## src/rtl/signed_product_accumulator.sv

```systemverilog
// signed_product_accumulator
// Accumulates a programmed number of signed multiplier products into a wide
// accumulator (dot product). A product is captured on the rising edge of
// prod_valid, so a level held high counts once. The block reports the sum,
// a one-cycle done pulse and a sticky signed-overflow flag.
//
// Optional build macro: PROD_ACC_SATURATE_EN
//   undefined : an overflowing add wraps (two's complement), ovf is set
//   defined   : an overflowing add clamps to the most positive/negative value
//
// state | meaning
// IDLE  | waiting for start; acc_out holds the last result
// ACCUM | summing products, one per prod_valid rising edge
// DONE  | result final; done is high for exactly this cycle
module signed_product_accumulator #(
    parameter int WIDTH   = 12,
    parameter int GUARD   = 4,
    parameter int TERMS_W = 8,
    localparam int PROD_W = 2 * WIDTH,
    localparam int ACC_W  = 2 * WIDTH + GUARD
) (
    input  logic                clk,
    input  logic                rst_n,
    input  logic                start,
    input  logic [TERMS_W-1:0]  num_terms,
    input  logic                prod_valid,
    input  logic [PROD_W-1:0]   prod,
    output logic [ACC_W-1:0]    acc_out,
    output logic                busy,
    output logic                done,
    output logic                ovf
);

    typedef enum logic [1:0] {
        IDLE  = 2'd0,
        ACCUM = 2'd1,
        DONE  = 2'd2
    } state_t;

    state_t               state_q, state_d;
    logic [ACC_W-1:0]     acc_q, acc_d;
    logic [TERMS_W-1:0]   count_q, count_d;
    logic [TERMS_W-1:0]   num_terms_q, num_terms_d;
    logic                 busy_q, busy_d;
    logic                 done_q, done_d;
    logic                 ovf_q, ovf_d;
    logic                 prev_valid_q, prev_valid_d;

    logic                 capture;
    logic [ACC_W-1:0]     prod_ext;
    logic [ACC_W-1:0]     sum;
    logic                 add_ovf;
    logic [ACC_W-1:0]     add_result;
    logic [TERMS_W-1:0]   count_inc;

    // Rising-edge detect on prod_valid and the full-width signed add.
    always_comb begin
        prev_valid_d = prod_valid;
        capture      = prod_valid & ~prev_valid_q;
        prod_ext     = {{GUARD{prod[PROD_W-1]}}, prod};
        sum          = acc_q + prod_ext;
        // Same-sign operands producing an opposite-sign result.
        add_ovf      = (acc_q[ACC_W-1] == prod_ext[ACC_W-1]) &&
                       (sum[ACC_W-1] != acc_q[ACC_W-1]);
        count_inc    = count_q + 1'b1;
`ifdef PROD_ACC_SATURATE_EN
        // Overflow direction follows the (shared) operand sign.
        if (add_ovf) begin
            add_result = acc_q[ACC_W-1] ? {1'b1, {(ACC_W-1){1'b0}}}
                                        : {1'b0, {(ACC_W-1){1'b1}}};
        end else begin
            add_result = sum;
        end
`else
        add_result = sum;
`endif
    end

    // Next-state and datapath update for the IDLE/ACCUM/DONE sequencer.
    always_comb begin
        state_d     = state_q;
        acc_d       = acc_q;
        count_d     = count_q;
        num_terms_d = num_terms_q;
        ovf_d       = ovf_q;

        case (state_q)
            IDLE, DONE: begin
                if (start) begin
                    acc_d   = '0;
                    ovf_d   = 1'b0;
                    count_d = '0;
                    if (num_terms != '0) begin
                        num_terms_d = num_terms;
                        state_d     = ACCUM;
                    end else begin
                        // Zero-length run completes immediately with a zero sum.
                        state_d = DONE;
                    end
                end else if (state_q == DONE) begin
                    state_d = IDLE;
                end
            end
            ACCUM: begin
                if (capture) begin
                    acc_d   = add_result;
                    ovf_d   = ovf_q | add_ovf;
                    count_d = count_inc;
                    if (count_inc == num_terms_q) begin
                        state_d = DONE;
                    end
                end
            end
            default: begin
                state_d = IDLE;
            end
        endcase

        // Status flags are registered alongside the state they describe.
        busy_d = (state_d == ACCUM);
        done_d = (state_d == DONE);
    end

    // State and datapath registers with synchronous active-low reset.
    always_ff @(posedge clk) begin
        if (!rst_n) begin
            state_q      <= IDLE;
            acc_q        <= '0;
            count_q      <= '0;
            num_terms_q  <= '0;
            busy_q       <= 1'b0;
            done_q       <= 1'b0;
            ovf_q        <= 1'b0;
            prev_valid_q <= 1'b0;
        end else begin
            state_q      <= state_d;
            acc_q        <= acc_d;
            count_q      <= count_d;
            num_terms_q  <= num_terms_d;
            busy_q       <= busy_d;
            done_q       <= done_d;
            ovf_q        <= ovf_d;
            prev_valid_q <= prev_valid_d;
        end
    end

    assign acc_out = acc_q;
    assign busy    = busy_q;
    assign done    = done_q;
    assign ovf     = ovf_q;

endmodule

```

## config.mk

```make
export PLATFORM = sky130hd
export DESIGN_NAME = signed_product_accumulator
export DESIGN_NICKNAME = d
export VERILOG_FILES = /design/src/rtl/signed_product_accumulator.sv
export SDC_FILE = /design/constraint.sdc
export NUM_CORES = 1
export LEC_CHECK = 0
export ABC_AREA = 1
export CAP_MARGIN = 15
export CORE_UTILIZATION = 50
export DETAILED_ROUTE_END_ITERATION = 6
export PLACE_DENSITY = 0.75
export SYNTH_ARGS = -nofsm -noshare
export SYNTH_HDL_FRONTEND = slang
export SYNTH_SLANG_ARGS = --single-unit
```

## constraint.sdc

```tcl
create_clock -name clk -period 2.7 [get_ports clk]
set_clock_uncertainty 0.2 [all_clocks]
set_input_delay 0.27 -clock clk [delete_from_list [all_inputs] [get_ports clk]]
set_output_delay 0.27 -clock clk [all_outputs]
set_load 0.005 [all_outputs]
```

# Word-level counts from Yosys, hierarchy flattened
# Cells that the tools add are included.
# word_totals
reg_bits,50
latchBits,0
ramBits,0
rom_bits,0
input_bits,36
output_inout_bits,31
word_cells,44
mem_count,0
# classes
add_sub_neg,2
multipliers,0
n_div,0
n_lt_le_gt_ge,0
n_eq_ne,9
shifts,0
mux,15
bitwise_logic,3
reduce_logical,7
# op_table
cell,n
2-to-1 mux 28 bit,2
case mux 28 bit (2 select lines),1
adder 28 bit,1
2-to-1 mux 8 bit,2
case mux 8 bit (2 select lines),1
2-to-1 mux 2 bit,5
adder 8 x 1 -> 8 bit (second input constant),1
equality test 8 bit,1
nonzero test 8 bit,1
AND reduction 3 bit,2
equality test 2 x 1 -> 1 bit (second input constant),2
equality test 2 bit (second input constant),2
inequality test 2 bit (second input constant),2
case mux 2 bit (2 select lines),1
zero test 2 bit,1
2-to-1 mux 1 bit,2
case mux 1 bit (2 select lines),1
nonzero test 2 bit,1
OR reduction 2 bit,1
bitwise AND 1 bit,1
equality test 1 bit,1
logical AND 1 bit,1
inequality test 1 bit,1
inverter 1 bit,1
bitwise OR 1 bit,1

# Depth between registers and ports, before layout
# logic_depth
depth_word,6
ltp_mapped,12
mapped_depth_nobuf,12

# Worst setup path after synthesis
# Ideal clock, no wire load.
# synth_path
kind,register to register
startpoint,"register acc_q[0], in the netlist acc_out[0]"
endpoint,"register acc_q[24], in the netlist acc_out[24]"
setup_time_ns,0.131
t_arrival_ns,1.588
t_required_ns,2.369
path_slack_ns,0.781
stages_incl_launch_ff,13
path_cell_list,dfxtp_1 > ha_1 > fa_1 > nand2_1 > nand3_1 > nand3_1 > nand2_2 > nand2_1 > nand2_2 > nand2_1 > nand3_1 > nand3_1 > a21oi_2
# synth_between
elab_chain_cells,3
# synth_rtl
item,line_no,text
from (decl),41,"logic [ACC_W-1:0] acc_q, acc_d;"
from (signal assigned),128,acc_q <= '0;
from (signal assigned),137,acc_q <= acc_d;
adder 28 bit,61,sum = acc_q + prod_ext;
2-to-1 mux 28 bit,105,if (capture) begin
case mux 28 bit (2 select lines),87,case (state_q)
# Every way passes these cells. The select of a mux whose other input is x is not followed.
# A chain may end at the register's enable or synchronous reset.

# Final worst setup path
# layout_path
startpoint,input prod[2]
endpoint,"register ovf_q, in the netlist ovf"
# layout_between
elab_chain_cells,6
# layout_rtl
item,line_no,text
from (decl),27,"input logic [PROD_W-1:0] prod,"
adder 28 bit,61,
inequality test 1 bit,64,(sum[ACC_W-1] != acc_q[ACC_W-1]);
logical AND 1 bit,63,add_ovf = (acc_q[ACC_W-1] == prod_ext[ACC_W-1]) &&
bitwise OR 1 bit,107,ovf_d = ovf_q | add_ovf;
2-to-1 mux 1 bit,105,
case mux 1 bit (2 select lines),87,
to (signal assigned),142,ovf_q <= ovf_d;
to (decl),46,"logic ovf_q, ovf_d;"
# Every way passes these cells. The select of a mux whose other input is x is not followed.

==> qor.txt <==
Postcts setup bufs -> 0
Starting Density -> 0.5261
Max-slew violations -> 0
Row count -> 32
Final wirelength -> 11590 um
Worst path bufs/invs -> 1
Initial antenna violation count -> 0
Worst Hold Class -> reg2reg
DRC violations left -> 0
Commonest non-fill, non-tap cell in the layout -> nand2_1
Seq cells post-synth -> 50
Yosys cell types -> 31
TNS Setup -> 0 ns
Synth warnings -> 0
Tmin final -> 2.254 ns
Maximum buffer depth of the clock tree -> 2
Max_slew headroom -> 0.5708
Critical Path End Type -> flop
Post-DP HPWL -> 9121 um
Vias in the first global route -> 4277
Power density over the cells -> 364.9 nW/um^2
Chip Height -> 92.88 um
Drt initial violations -> 220
Max Cap Viol -> 0
Worst path top cell family by delay -> simple AND/OR/NAND/NOR gates
Final setup violation count -> 0
DIE WIDTH -> 92.88 um
Combinational fraction of design power -> 0.280
Outcome -> completed
Total CTS buffers -> 5
Synthesized Nets -> 769
RSZ-0062 raised after global routing -> no
Yosys top cell area share -> 0.2424
GRT Util Overall -> 0.2848
Leakage -> 0.002432 uW
Share of layout cells above drive strength 1 -> 0.06736
Tcrit/Tclk final -> 0.8349
CTS clk-pin slew, worst paths -> 0.10 ns
Area contributors post-synth -> dfxtp_1 24%, nand2_1 21%, a21oi_1 9.1%
Psw -> 647.3 uW
Crit-path slowest cell -> clkdlybuf4s50_1
Max Clk Rate -> 443.6 MHz
Crit path max fanout -> 7
Worst R2R Setup Slack -> 0.48 ns
Area of the core -> 7848 um^2
Worst-skew pair later-pin latency -> 0.33 ns
First-pass GRT wire length -> 19690 um
Min Hold Slack -> 0.2713 ns
WL/cell -> 13.26 um
Clock network fraction of total power -> 0.277
Post-synthesis sequential area ratio -> 0.2424
Avg Cell Area, Syn -> 5.865 um^2
Critical Path Max Stage Delay -> 0.40 ns
CP startpoint kind -> primary input
Clk sink count -> 50
Final nets -> 836
Pre-antenna DRT Iters -> 5
Critical path class -> in2reg
Sw frac -> 0.3545
Worst Path Arrival -> 2.32 ns
Required time of the critical path -> 2.76 ns
Via count of the routed design -> 4589
TritonCTS clock tree -> done
CTS resizes -> 0
Post-synthesis cell count -> 704
Seq pwr share -> 0.443
Final hold viol count -> 0
Worst-margin pin slew -> 0.6423 ns
Root buffer cell -> clkbuf_8
Layout area overhead -> 21.18%
Most frequent cells in the layout -> 228 x nand2_1, 98 x inv_1, 75 x a21oi_1, 66 x clkdlybuf4s50_1, 58 x nand3_1
Internal power -> 1179 uW
Pin count of the biggest net entering global routing -> 25
Antenna Cells -> 0
Post-synthesis instance area -> 4129 um^2
CP cell instances -> clkdlybuf4s50_1 > ha_1 > nand2_1 > nand3_1 > nand3_1 > nand3_1 > nand2_1 > nand2_1 > nand2_1 > nand3_1 > a21oi_1
Maximum VDD drop -> 0.0002626 V
Routed vias/inst -> 5.251
Die area -> 8626 um^2
PortBufs -> 66
H-tree levels -> 2
Cts-stage hold buffer count -> 0
Grt ovf -> 0
# IOs -> 67
Largest area contributor in the netlist -> dfxtp_1
Placer Congestion -> 0.9402
Post-DRT Antenna Nets -> 0
-- stage by stage --
step                      instances  power [uW]  setup slack, ns  area (um^2)    util
after floorplan                 704        1141           0.7813         4129       -
after CTS                       874        1831           0.4885         5004  0.6376
after global placement          866        1320           0.2067         4906  0.6252
final                           874        1826           0.4458         5004  0.6376
after global routing            874        1932           0.3019         5004  0.6376
after detailed placement        866        1331           0.1513         4906  0.6252
-- sequential cells by signal, summed over array words and instances (netlist names) --
signal and flops:
acc_out 28, busy 1, count_q 8, done 1
num_terms_q 8, ovf 1, prev_valid_q 1, state_q 2
-- synthesized netlist by cell type, drive strengths merged --
| cell type | n |
|---|---|
| nand2 | 236 |
| inv | 108 |
| a21oi | 77 |
| nor2 | 69 |
| nand3 | 60 |
| dfxtp | 50 |
| o21ai | 29 |
| ha | 28 |
| nand4 | 11 |
| buf | 7 |
| o21bai | 6 |
| clkbuf | 5 |
| and2 | 3 |
| nand3b | 3 |
| nor3 | 3 |
| xor2 | 3 |
| or2 | 2 |
| a211oi | 1 |
| clkinv | 1 |
| fa | 1 |
| o211ai | 1 |
-- path summary, 6_finish.rpt --
| check | cells after the start | to | start |
|---|---|---|---|
| worst min register to register | 2 | ovf | ovf |
| worst max-delay path | 11 | ovf | prod[2] |
| worst max register to register | 10 | ovf | acc_out[2] |
| worst min-delay path | 2 | ovf | ovf |
-- metal layers --
layer | share of wire | wire length [um] | track usage | up-vias
met5 | 0 | 0 | 0 | -
met4 | 0.018 | 203 | 0.07821 | 0
met3 | 0.058 | 667 | 0.03695 | 21
met2 | 0.47 | 5473 | 0.4865 | 136
met1 | 0.45 | 5248 | 0.3740 | 2056
li1 | - | - | - | 2376
-- logic make-up (layout without fill, tap and decap cells) --
family          count (synthesis)  after routing  synth area share
xor+xnor                        3              3          0.006365
flops                          50             50            0.2424
buf+inv                       121            189            0.1130
fa+ha+maj                      29             29           0.08970
compound gates                114            114            0.1449
simple gates                  387            387            0.4036
-- power by group through the flow --
| stage | logic (uW) | clock network [uW] | registers, uW |
|---|---|---|---|
| CTS | 510 | 514 | 808 |
| floorplan | 325 | 0 | 816 |
| detailed placement | 507 | 0 | 824 |
| finish | 512 | 506 | 808 |
| global placement | 498 | 0 | 823 |
| global route | 576 | 542 | 814 |
-- worst register-to-register path, cell delays in order, from the launching register on --
cell and delay [ns]:
dfxtp_1 0.34, ha_1 0.37, nand2_1 0.13, nand3_1 0.23, nand3_1 0.14, nand3_1 0.19, nand2_1 0.18, nand2_1 0.08
nand2_1 0.08, nand3_1 0.10, a21oi_1 0.13
-- layout make-up --
cell class,instances,area [um^2]
inverter,109,410.4
tap,102,127.6
clock buffer,5,68.82
fill,789,2844
timing repair buffer,72,705.7
multi-input combinational,533,2661
sequential,50,1001
clock inverter,3,28.78
Power figures use the tool's default switching activity.
